**config.mk**
```make
export PLATFORM = sky130hd
export DESIGN_NAME = dir_key_filter_flat
export DESIGN_NICKNAME = d
export VERILOG_FILES = /design/src/rtl/dir_key_filter_if.sv /design/src/rtl/dir_key_filter.sv /design/src/flat_wrapper.sv
export SDC_FILE = /design/constraint.sdc
export NUM_CORES = 1
export LEC_CHECK = 0
export CORE_MARGIN = 10
export CORE_UTILIZATION = 30
export DETAILED_ROUTE_END_ITERATION = 8
export GPL_ROUTABILITY_DRIVEN = 1
export RECOVER_POWER = 100
export SYNTH_ARGS = -nofsm -noshare
export SYNTH_HDL_FRONTEND = slang
export SYNTH_SLANG_ARGS = --single-unit
```
**constraint.sdc**
```tcl
create_clock -name clk -period 1.9 [get_ports clk]
set_input_delay 0.285 -clock clk [delete_from_list [all_inputs] [get_ports clk]]
set_output_delay 0.285 -clock clk [all_outputs]
set_load 0.1 [all_outputs]
```
**src/rtl/dir_key_filter_if.sv**
```systemverilog
// Key/direction bundle between the raw button pads, the key filter and the game core.
interface dir_key_filter_if;
  logic [3:0] key_raw;
  logic       up;
  logic       down;
  logic       left;
  logic       right;
  logic       key_held;

  modport master (
    output key_raw,
    input  up,
    input  down,
    input  left,
    input  right,
    input  key_held
  );

  modport slave (
    input  key_raw,
    output up,
    output down,
    output left,
    output right,
    output key_held
  );
endinterface

```
**src/rtl/dir_key_filter.sv**
```systemverilog
// Synchronizes and debounces four direction buttons and emits one
// registered, mutually exclusive single-cycle pulse per accepted press.
module dir_key_filter #(
  parameter int unsigned STABLE_CYCLES = 16,
  parameter int unsigned CNT_W         = 5
) (
  input  logic           clk,
  input  logic           rst,
  dir_key_filter_if.slave keys
);

  localparam int unsigned NKEYS = 4;
  localparam logic [CNT_W-1:0] CNT_LAST = CNT_W'(STABLE_CYCLES - 1);

  typedef enum logic {
    IDLE = 1'b0,
    HOLD = 1'b1
  } state_t;

  logic [NKEYS-1:0] s1;
  logic [NKEYS-1:0] s2;
  logic [NKEYS-1:0] stable;
  logic [CNT_W-1:0] cnt [NKEYS];

  state_t           state;
  state_t           state_n;
  logic [NKEYS-1:0] pulse;
  logic [NKEYS-1:0] pulse_n;

  // Two-flop synchronizer for the asynchronous button inputs
  always_ff @(posedge clk or negedge rst) begin
    if (!rst) begin
      s1 <= '0;
      s2 <= '0;
    end else begin
      s1 <= keys.key_raw;
      s2 <= s1;
    end
  end

  // Per-key debounce: a new level must persist STABLE_CYCLES edges; any break restarts the count
  always_ff @(posedge clk or negedge rst) begin
    if (!rst) begin
      stable <= '0;
      for (int i = 0; i < NKEYS; i++) cnt[i] <= '0;
    end else begin
      for (int i = 0; i < NKEYS; i++) begin
        if (s2[i] == stable[i]) begin
          cnt[i] <= '0;
        end else if (cnt[i] == CNT_LAST) begin
          stable[i] <= s2[i];
          cnt[i]    <= '0;
        end else begin
          cnt[i] <= cnt[i] + CNT_W'(1);
        end
      end
    end
  end

  always_ff @(posedge clk or negedge rst) begin
    if (!rst) begin
      state <= IDLE;
      pulse <= '0;
    end else begin
      state <= state_n;
      pulse <= pulse_n;
    end
  end

  // One pulse on the first accepted key (up > down > left > right), then lock until all released
  always_comb begin
    state_n = state;
    pulse_n = '0;
    case (state)
      IDLE: begin
        if (stable != '0) begin
          state_n = HOLD;
          if (stable[3])      pulse_n = 4'b1000;
          else if (stable[2]) pulse_n = 4'b0100;
          else if (stable[1]) pulse_n = 4'b0010;
          else                pulse_n = 4'b0001;
        end
      end
      HOLD: begin
        if (stable == '0) state_n = IDLE;
      end
      default: state_n = IDLE;
    endcase
  end

  assign keys.up       = pulse[3];
  assign keys.down     = pulse[2];
  assign keys.left     = pulse[1];
  assign keys.right    = pulse[0];
  assign keys.key_held = (state == HOLD);

endmodule

```
**src/flat_wrapper.sv**
```systemverilog
// flat-port wrapper written by rule: the top's interface ports become plain ports
module dir_key_filter_flat 
#(
  parameter int unsigned STABLE_CYCLES = 16,
  parameter int unsigned CNT_W         = 5
)
  (clk, rst, keys_key_raw, keys_up, keys_down, keys_left, keys_right, keys_key_held);
  dir_key_filter_if keys_i ();
  input  logic clk;
  input  logic rst;
  input wire logic [$bits(keys_i.key_raw)-1:0] keys_key_raw;
  output wire logic [$bits(keys_i.up)-1:0] keys_up;
  output wire logic [$bits(keys_i.down)-1:0] keys_down;
  output wire logic [$bits(keys_i.left)-1:0] keys_left;
  output wire logic [$bits(keys_i.right)-1:0] keys_right;
  output wire logic [$bits(keys_i.key_held)-1:0] keys_key_held;
  assign keys_i.key_raw = keys_key_raw;
  assign keys_up = keys_i.up;
  assign keys_down = keys_i.down;
  assign keys_left = keys_i.left;
  assign keys_right = keys_i.right;
  assign keys_key_held = keys_i.key_held;
  dir_key_filter #(.STABLE_CYCLES(STABLE_CYCLES), .CNT_W(CNT_W)) u_core (.clk(clk), .rst(rst), .keys(keys_i));
endmodule
```
### Yosys cells after proc, flatten, opt, wreduce, memory -nomap -nowiden

Cells that the tools add are included.

* output and inout bits: 5
* input bits: 6
* logic and storage cells: 51
* bits in registers: 37

* equal/unequal tests: 8
* bitwise logic cells: 5
* add/subtract/negate cells: 4
* reduce and logical (&&, ||, !) cells: 6
* muxes and demuxes: 16

Operators by type and width (count)
* 5-bit 2-to-1 mux: 8
* 5-bit by 1-bit adder with 5-bit output (second input constant): 4
* 5-bit by 4-bit equality test with 1-bit output (second input constant): 4
* 4-bit 2-to-1 mux: 4
* 2-bit AND reduction: 4
* 1-bit NOT: 5
* 1-bit equality test: 4
* 4-bit logical NOT: 1
* 4-bit nonzero test: 1
* 1-bit 2-to-1 mux: 2
* 2-bit 2-to-1 mux: 1
* 1-bit one-hot mux with 2 select lines: 1

### Longest topological paths before layout

Gate-level depths: netlist of run 1.

* depth after elaboration: 5
* depth in mapped cells: 4
* mapped depth without buffers: 4

### Least setup slack after synthesis of run 1

OpenSTA, ideal clock, no wires.

* path kind: reg2out
* from: register u_core.state (netlist: u_core.keys.key_held)
* to: output keys_key_held
* data required time: 1615 ps
* path buffers: 0
* data arrival time: 943 ps
* stages on the path, launching flop included: 1
* path slack: 672 ps
* path through: dfrtp_1

RTL lines
* from (decl): line dir_key_filter.sv:25 `state_t state;`
* from (signal assigned): line dir_key_filter.sv:65 `state <= state_n;`
* to (decl): line flat_wrapper.sv:16 `output wire logic [$bits(keys_i.key_held)-1:0] keys_key_held;`

No word-level cell between the ends.

### Final worst setup path of run 1

* from: register u_core.state (netlist: u_core.keys.key_held)
* to: output keys_key_held

No word-level cell between the ends.

==> metrics.yaml, run 1 <==
n_antenna_cell: 0
max-slew-margin-rel: 0.417
tritoncts: "yes"
crit_path_end_kind: "primary output"
worst-setup-path-type: "reg2out"
reg2reg_from: "u_core.cnt[15]"
antenna_left: 0
globalRouteTotalUtil: 0.0577
critPathLaunchType: "flop"
routed_via_density: 4.39
die_h_um: 87.3
synthCells: 102
cts_buffers: 5
yosys_warnings: 0
synth_top_area_frac: 0.681
antenna_found_initial: 0
wl_per_cell_um: 11.2
drv_cap: 0
timing.fmax_mhz: 683
cpPeakStageDelay_ns: 0.49
synth-async-reset-ratio: 1.00
htree_levels: 2
clockRootBuffer: "clkbuf_8"
fin_crit_sh: 0.771
initial_core_util: 0.310
ios: 11
cts_sinks: 37
n_fill_cell: 422
drive_gt1_frac: 0.109
crit_buf_inv: 1
dp_hpwl_mm: 1.37
area_growth_pct: 15.8
hold_viol: 0
ys_top_cells_by_count: "dfrtp_1 (37), nor2_1 (14), xor2_1 (12), nand3_1 (8), and2_1 (5)"
final.setup.tns_ns: 0
cp_top_family: "buffers and inverters"
fp.dieW_um: 87.3
rsz0062_at_grt: "no"
drt_iter0_markers: 14
p_per_area_nw_per_um2: 878
worstPathRequired_ns: 1.62
finClkSkew_ns: 0.00405
insertion_delay_ns: 0.28
gr-total-overflow: 0
synth.most_common_cell: "dfrtp_1"
hold_path.class: "reg2reg"
die_area_um2: 7620
synth_edf_count: 0
syn_avg_cell_area_um2: 13.3
yosysTopAreaCell: "dfrtp_1"
cts_buffer_depth: 2
nets: 130
hold_depth: 0
synthTopCellsByArea: "dfrtp_1 (68%), xor2_1 (7.7%), nor2_1 (3.9%)"
hold_ws_ns: 0.349
regArea_um2: 926
min_to: "u_core.s2[3]"
row_count: 24
grt_max_degree: 38
slew_violations: 0
synth_seq_area_share: 0.681
post-cts-setup-buffers: 0
peakVddDrop_uv: 395
setup_viol: 0
cts_hold_buffers: 0
fin_crit_ns: 1.46
first_global_vias: 807
status: "finished clean"
cpMaxStageDelayCell: "clkbuf_2"
synthesis.nets: 112
synth_area_um2: 1360
routed_wl_mm: 1.91
core-area_um2: 4380
synth_cell_types: 18
rrSetupSlack_ns: 0.63
crit_chain: "clkbuf_2"
num_vias: 751
ff2ff_path_depth: 4
io_buffers: 10
gp_routability_congestion: 0.639
leakage_nw: 0.825
grt_pass1_wl_mm: 3.45
hold_path.startpoint: "u_core.s1[3]"
multi_input_area_um2: 418
ys.flop_type: "dfrtp_1"
ys_ff_latch: 37
cp_max_fo: 5
crit_arrival_ns: 1.18
tightest_slew_ns: 0.875
cts.clk_slew.worst_paths_ns: 0.07
r2r_end: "u_core.stable[0]"
dr.pass1.iters: 2
ctsResizeCount: 0
drc_errors: 0
[layer usage]
layer	global-route usage	vias to the layer above	share of wire
met1	0.0600	362	0.44
met5	0	-	0
met4	0.0348	0	0.0052
li1	-	371	-
met2	0.0906	16	0.47
met3	0.0300	2	0.076
[metrics by stage]
| step | power [mW] | instance area, µm² | setup slack, ns | util | std cells |
|---|---|---|---|---|---|
| finish | 1.38 | 1570 | 0.435 | 0.359 | 171 |
| floorplan | 0.885 | 1360 | 0.672 | - | 102 |
| detailed placement | 0.926 | 1520 | 0.631 | 0.346 | 165 |
| CTS | 1.41 | 1590 | 0.590 | 0.363 | 171 |
| global placement | 0.919 | 1520 | 0.685 | 0.346 | 165 |
| global route | 1.45 | 1570 | 0.393 | 0.359 | 171 |
[worst register-to-register path, stage by stage (launching register included)]
cell	delay (ns)
dfrtp_1	0.37
ha_1	0.20
nand3_1	0.13
nor2_1	0.13
mux2_1	0.32
[cell type report]
type	instances	area share
Clock buffer	5	0.0437
Clock inverter	1	0.00318
Inverter	3	0.00715
Multi-Input combinational cell	62	0.266
Sequential cell	37	0.588
Tap cell	52	0.0413
Timing Repair Buffer	11	0.0509
[state kept, by name, summed over array words and instances (netlist names)]
name,flops
u_core.s2,4
u_core.stable,4
u_core.s1,4
u_core.keys.key_held,1
u_core.cnt,20
u_core.pulse,4
[cell families (layout without fill, tap and decap cells)]
family	count (synthesis)	in the layout	share of synthesized area
AOI/OAI and AO/OA	4	4	0.0175
xor gates and xnor gates	12	12	0.0773
adders and majority gates	4	4	0.0368
buffers and inverters	3	20	0.00829
DFF	37	37	0.681
muxes	4	4	0.0331
and+or+nand+nor	38	38	0.146
[worst max-delay path by stage]
stage,to,start,cells after the start
after detailed placement,u_core.stable[0],u_core.cnt[15],4
after global placement,u_core.stable[3],u_core.cnt[0],4
after floorplan,keys_key_held,u_core.keys.key_held,0
final,keys_key_held,u_core.keys.key_held,1
after global routing,keys_key_held,u_core.keys.key_held,1
after CTS,keys_key_held,u_core.keys.key_held,1
[placed cells by master, fill, tap and decap left out, drive strengths merged]
cell type,netlist,final
and2,5,5
nor4b,1,1
nor3b,1,1
nand2b,1,1
nor2,15,15
nor4,1,1
xor2,12,12
clkbuf,0,11
and3,4,4
clkinv,0,1
dlygate4sd3,0,5
nor2b,1,1
nand3,8,8
mux2,4,4
inv,3,3
or4,1,1
o21ai,4,4
dfrtp,37,37
ha,4,4
[report_power, final]
part           switching, mW  internal, mW  total, mW  leakage (nW)
logic                 0.0395        0.0283     0.0678         0.297
registers             0.0194         0.817      0.837         0.488
clock network          0.237         0.241      0.478        0.0399
total                  0.296          1.09       1.38         0.825
Power figures use the tool's default switching activity.
==> run 2: changes to the inputs <==
==> constraint.sdc (replaced) <==
create_clock -name clk -period 1.3 [get_ports clk]
set_input_delay 0.195 -clock clk [delete_from_list [all_inputs] [get_ports clk]]
set_output_delay 0.195 -clock clk [all_outputs]
set_load 0.1 [all_outputs]
==> run 2 against run 1 <==
Against the previous run: sequential share of layout area fell by 4.7 points; critical endpoint is now u_core.stable[2]; total power rose by 52%; largest cell class unchanged; die area did not move; cell count rose by 1.2%; non-clock buffer count rose by 1; hold slack got worse by 0.0013 ns; clock power rose by 61%; clock skew rose by 0.0013 ns; combinational power rose by 61%; first-iteration DRC count rose by 140%; wire length rose by 6.3%; flip-flop and latch count did not move.
==> metrics.yaml, run 2 (synthesis results as in run 1) <==
status: "finished clean"
setup_viol: 0  # unchanged
worstPathRequired_ns: 1.46  # -0.16 ns
drc_errors: 0  # unchanged
ios: 11  # unchanged
max-slew-margin-rel: 0.416  # -0.000490
peakVddDrop_uv: 868  # +120%
grt_pass1_wl_mm: 3.51  # +1.6%
final_area_um2: 1710  # +8.7%
final_cell_mix: "dfrtp_1 (37), nor2_1 (13), xor2_1 (12), clkbuf_8 (6)"
fin_crit_sh: 0.961
cp_max_fo: 3  # -2
row_count: 24  # unchanged
largest-register: "u_core.cnt"
rrSetupSlack_ns: 0.05  # -0.58 ns
io_buffers: 10  # unchanged
antenna_left: 0  # unchanged
drive_gt1_frac: 0.190  # +0.0808
tightest_slew_ns: 0.876  # +0.000735 ns
gp_routability_congestion: 0.688  # +7.7%
reg2reg_from: "u_core.cnt[5]"
n_antenna_cell: 0  # unchanged
gr-total-overflow: 0  # unchanged
p_per_area_nw_per_um2: 1230  # +40%
slew_violations: 0  # unchanged
drt_iter0_markers: 34  # +20
startpoint: "u_core.cnt[5]"
cts_buffer_depth: 2  # unchanged
fin_crit_ns: 1.25
ff2ff_path_depth: 4  # unchanged
clockRootBuffer: "clkbuf_8"
core-area_um2: 4380  # unchanged
routed_via_density: 4.50  # +2.4%
crit_chain: "ha_2 > nand3_2 > nor2_1 > mux2_1"
final_common_cell: "dfrtp_1"
largest_reg_flops: 20  # unchanged
leakage_nw: 0.846  # +2.6%
area_growth_pct: 25.9
endpoint: "u_core.stable[2]"
num_vias: 778  # +3.6%
place_area_um2: 1590  # +4.9%
initial_core_util: 0.310  # unchanged
grt_max_degree: 38  # unchanged
critPathLaunchType: "flop"
cpMaxStageDelayCell: "dfrtp_1"
worst-setup-path-type: "reg2reg"
fp.dieW_um: 87.3  # unchanged
fin_util: 0.390  # +0.0311
first_global_vias: 748  # -7.3%
die_h_um: 87.3  # unchanged
hold_path.class: "reg2reg"
cpPeakStageDelay_ns: 0.37  # -0.12 ns
r2r_end: "u_core.stable[2]"
dr.pass1.iters: 4  # +2
drv_cap: 0  # unchanged
routed_wl_mm: 2.03  # +6.3%
insertion_delay_ns: 0.27  # about the same
antenna_found_initial: 0  # unchanged
cts_sinks: 37  # unchanged
finClkSkew_ns: 0.00530  # +0.00125 ns
crit_path_end_kind: "flop"
timing.fmax_mhz: 801
tritoncts: "yes"
cts.clk_slew.worst_paths_ns: 0.07  # about the same
crit_arrival_ns: 1.41  # +0.23 ns
wl_per_cell_um: 11.8  # +5.1%
nets: 131  # +0.77%
dp_hpwl_mm: 1.36  # -0.66%
globalRouteTotalUtil: 0.0593  # +0.00155
htree_levels: 2  # unchanged
die_area_um2: 7620  # unchanged
hold_viol: 0  # unchanged
cts_buffers: 5  # unchanged
[run 2: timing repair]
item	4_1_cts	5_1_grt
hold buffers	0	0
resized for setup	0	9
setup endpoints to repair	0	4
setup buffers	0	1
[run 2: where the power goes]
part           switching, mW  leakage (nW)  internal [mW]  total [mW]
sequential            0.0333         0.488           1.19        1.23
combinational         0.0586         0.313         0.0508       0.109
clock                  0.348        0.0443          0.420       0.768
[run 2: worst min path at each step]
| stage | startpoint | endpoint | slack, ns | cells after the start |
|---|---|---|---|---|
| finish | u_core.s1[2] | u_core.s2[2] | 0.35 | 0 |
| global route | u_core.s1[2] | u_core.s2[2] | 0.36 | 0 |
| CTS | rst | u_core.cnt[5] | 0.29 | 2 |
| detailed placement | u_core.s1[2] | u_core.s2[2] | 0.34 | 0 |
| global placement | u_core.s1[0] | u_core.s2[0] | 0.33 | 0 |
| floorplan | rst | u_core.cnt[0] | -0.10 | 0 |
[run 2: layout make-up]
class,count,area (µm²)
Clock buffer,7,86.3
Tap cell,52,65.1
Fill cell,418,2670
Multi-Input combinational cell,62,459
Sequential cell,37,926
Inverter,3,11.3
Timing Repair Buffer,12,163
[run 2: per-stage QoR]
step | setup TNS, ns | cells | power (mW) | hold WS (ns) | setup WS [ns]
2_1_floorplan | 0 | 102 | 1.29 | -0.101 | 0.0927
3_3_place_gp | 0 | 165 | 1.35 | 0.332 | 0.0780
3_5_place_dp | 0 | 165 | 1.36 | 0.337 | 0.0452
4_1_cts | 0 | 172 | 2.14 | 0.287 | 0.0338
5_1_grt | -0.00855 | 173 | 2.23 | 0.362 | -0.00855
6_report | 0 | 173 | 2.11 | 0.348 | 0.0509
[run 2: layer usage]
layer  GRT usage  vias to the layer above  wire length [µm]  share of wire
li1            -                      373                 -              -
met1      0.0711                      378               900           0.44
met2      0.0827                       21               952           0.47
met3      0.0300                        6               129          0.063
met4      0.0348                        0                52          0.026
met5           0                        -                 0              0
[run 2: worst max-delay path, delay by kind of cell, from the launching register on]
family,cells,cell delay (ns)
flip-flops,1,0.37
multiplexers,1,0.33
AND/OR/NAND/NOR,2,0.22
adder cells (fa/ha/maj),1,0.21
==> run 3: changes to the inputs <==
--- a/config.mk
+++ b/config.mk
@@ -6,7 +6,7 @@
 export NUM_CORES = 1
 export LEC_CHECK = 0
 export CORE_MARGIN = 10
-export CORE_UTILIZATION = 30
+export CORE_UTILIZATION = 35
 export DETAILED_ROUTE_END_ITERATION = 8
 export GPL_ROUTABILITY_DRIVEN = 1
 export RECOVER_POWER = 100
==> run 3 against run 2 <==
Against the previous run: first-iteration DRC count shrank 21%; final area is 2.8% lower; global-route usage increased by 0.86 points; sequential share of layout area increased by 1.5 points; highest routed layer unchanged.
==> metrics.yaml, run 3 (synthesis results as in run 1) <==
final.setup.worst_slack_ns: 0.0732  # +0.0222 ns
antenna_found_initial: 0  # unchanged
area_growth_pct: 22.4
clockRootBuffer: "clkbuf_8"
io_buffers: 10  # unchanged
cts_buffer_depth: 2  # unchanged
p_per_area_nw_per_um2: 1270  # +2.9%
htree_levels: 2  # unchanged
n_antenna_cell: 0  # unchanged
cts_buffers: 5  # unchanged
gp_routability_congestion: 0.718  # +4.4%
multi_input_area_um2: 470  # +2.5%
fin_crit_sh: 0.944  # -0.0171
final_cell_mix: "dfrtp_1 (37), nor2_1 (14), xor2_1 (12), nand3_1 (5), clkbuf_8 (5)"
cts_hold_buffers: 0  # unchanged
largest_reg_flops: 20  # unchanged
worst-setup-path-type: "reg2reg"
drive_gt1_frac: 0.172  # -0.0180
die_area_um2: 6770  # -11%
grt_max_degree: 38  # unchanged
routed_wl_mm: 2.12  # +4.1%
finClkSkew_ns: 0.00806  # +0.00275 ns
core-area_um2: 3720  # -15%
drt_iter0_markers: 27  # -21%
globalRouteTotalUtil: 0.0679  # +0.00865
post-place-ws_ns: -0.00421  # -0.0494 ns
gr-total-overflow: 0  # unchanged
crit_path_end_kind: "flop"
hold_depth: 0  # unchanged
cpMaxStageDelayCell: "dfrtp_1"
cts.clk_slew.worst_paths_ns: 0.07  # about the same
regArea_um2: 926  # unchanged
antenna_left: 0  # unchanged
crit_chain: "ha_1 > nand3_1 > nor2_1 > mux2_1"
critPathLaunchType: "flop"
n_fill_cell: 353  # -16%
hold_path.class: "reg2reg"
largest-register: "u_core.cnt"
routed_via_density: 4.58  # +1.8%
hold_ws_ns: 0.349  # +0.00126 ns
tightest_slew_ns: 0.852  # -0.0234 ns
tritoncts: "yes"
initial_core_util: 0.366  # +0.0557
cp_max_fo: 3  # unchanged
status: "finished clean"
row_count: 22  # -8.3%
rsz0062_at_grt: "no"
final_common_cell: "dfrtp_1"
die_h_um: 82.3  # -5.7%
dr.pass1.iters: 4  # unchanged
finalPower_mw: 2.11  # about the same
ff2ff_path_depth: 4  # unchanged
fin_crit_ns: 1.23  # -0.0222 ns
wl_per_cell_um: 12.5  # +5.9%
insertion_delay_ns: 0.29  # +0.02 ns
max-slew-margin-rel: 0.432  # +0.0156
num_vias: 778  # unchanged
ios: 11  # unchanged
slew_violations: 0  # unchanged
crit_arrival_ns: 1.40  # about the same
timing.fmax_mhz: 815  # +1.8%
setup_viol: 0  # unchanged
fin_util: 0.447  # +0.0573
hold_viol: 0  # unchanged
first_global_vias: 805  # +7.6%
cpPeakStageDelay_ns: 0.36  # about the same
drv_cap: 0  # unchanged
leakage_nw: 0.834  # -1.4%
cts_sinks: 37  # unchanged
peakVddDrop_uv: 455  # -48%
dp_hpwl_mm: 1.48  # +8.5%
nets: 131  # unchanged
worstPathRequired_ns: 1.47  # about the same
final.setup.tns_ns: 0  # unchanged
grt_pass1_wl_mm: 3.42  # -2.4%
drc_errors: 0  # unchanged
fp.dieW_um: 82.3  # -5.7%
[run 3: cell count changes in the layout (fill, tap and decap cells not counted), sizes merged]
cell	previous run	this run
buf	6	2
clkbuf	8	11
clkinv	0	2
[run 3: path summary, 6_finish.rpt]
kind                               start                to  slack, ns
setup / recovery           u_core.cnt[5]  u_core.stable[2]       0.07
hold / removal              u_core.s1[0]      u_core.s2[0]       0.35
setup reg to reg           u_core.cnt[5]  u_core.stable[2]       0.07
hold reg to reg             u_core.s1[0]      u_core.s2[0]       0.35
max in group asynchronous            rst    u_core.cnt[10]       0.29
min in group asynchronous            rst     u_core.cnt[2]       0.48
[run 3: what timing repair did]
| item | CTS | global route |
|---|---|---|
| gates resized for setup | 1 | 8 |
| setup endpoints to repair | 1 | 4 |
| buffers inserted | 0 | 1 |
| pin swaps | 0 | 5 |
[run 3: layout make-up]
class	count	area share
clock inverter	2	0.00602
sequential	37	0.557
timing repair buffer	12	0.0677
clock buffer	6	0.0436
tap	48	0.0361
multi-input combinational	62	0.283
inverter	3	0.00677
[run 3: worst max-delay path, delay by kind of cell, from the launching register on]
family / cells / cell delay (ns)
AND/OR/NAND/NOR: 2 / 0.24
multiplexers: 1 / 0.32
flip-flops: 1 / 0.36
adder cells (fa/ha/maj): 1 / 0.19
[run 3: where the power goes]
part | switching (mW) | leakage [nW] | internal, mW
Clock | 0.391 | 0.0450 | 0.371
Sequential | 0.0378 | 0.488 | 1.19
Combinational | 0.0588 | 0.301 | 0.0539
[run 3: layer usage]
metal,share of wire,global-route usage,up-vias,wire (µm)
met1,0.45,0.0705,385,954
met2,0.48,0.110,14,1010
met3,0.053,0.0389,4,113
met5,0,0,-,0
met4,0.019,0.0306,0,41
li1,-,-,375,-
[run 3: metrics by stage]
step | cells | area, µm²
floorplan | 102 | 1360
global route | 170 | 1660
detailed placement | 161 | 1590
finish | 170 | 1660
CTS | 169 | 1680
global placement | 161 | 1590
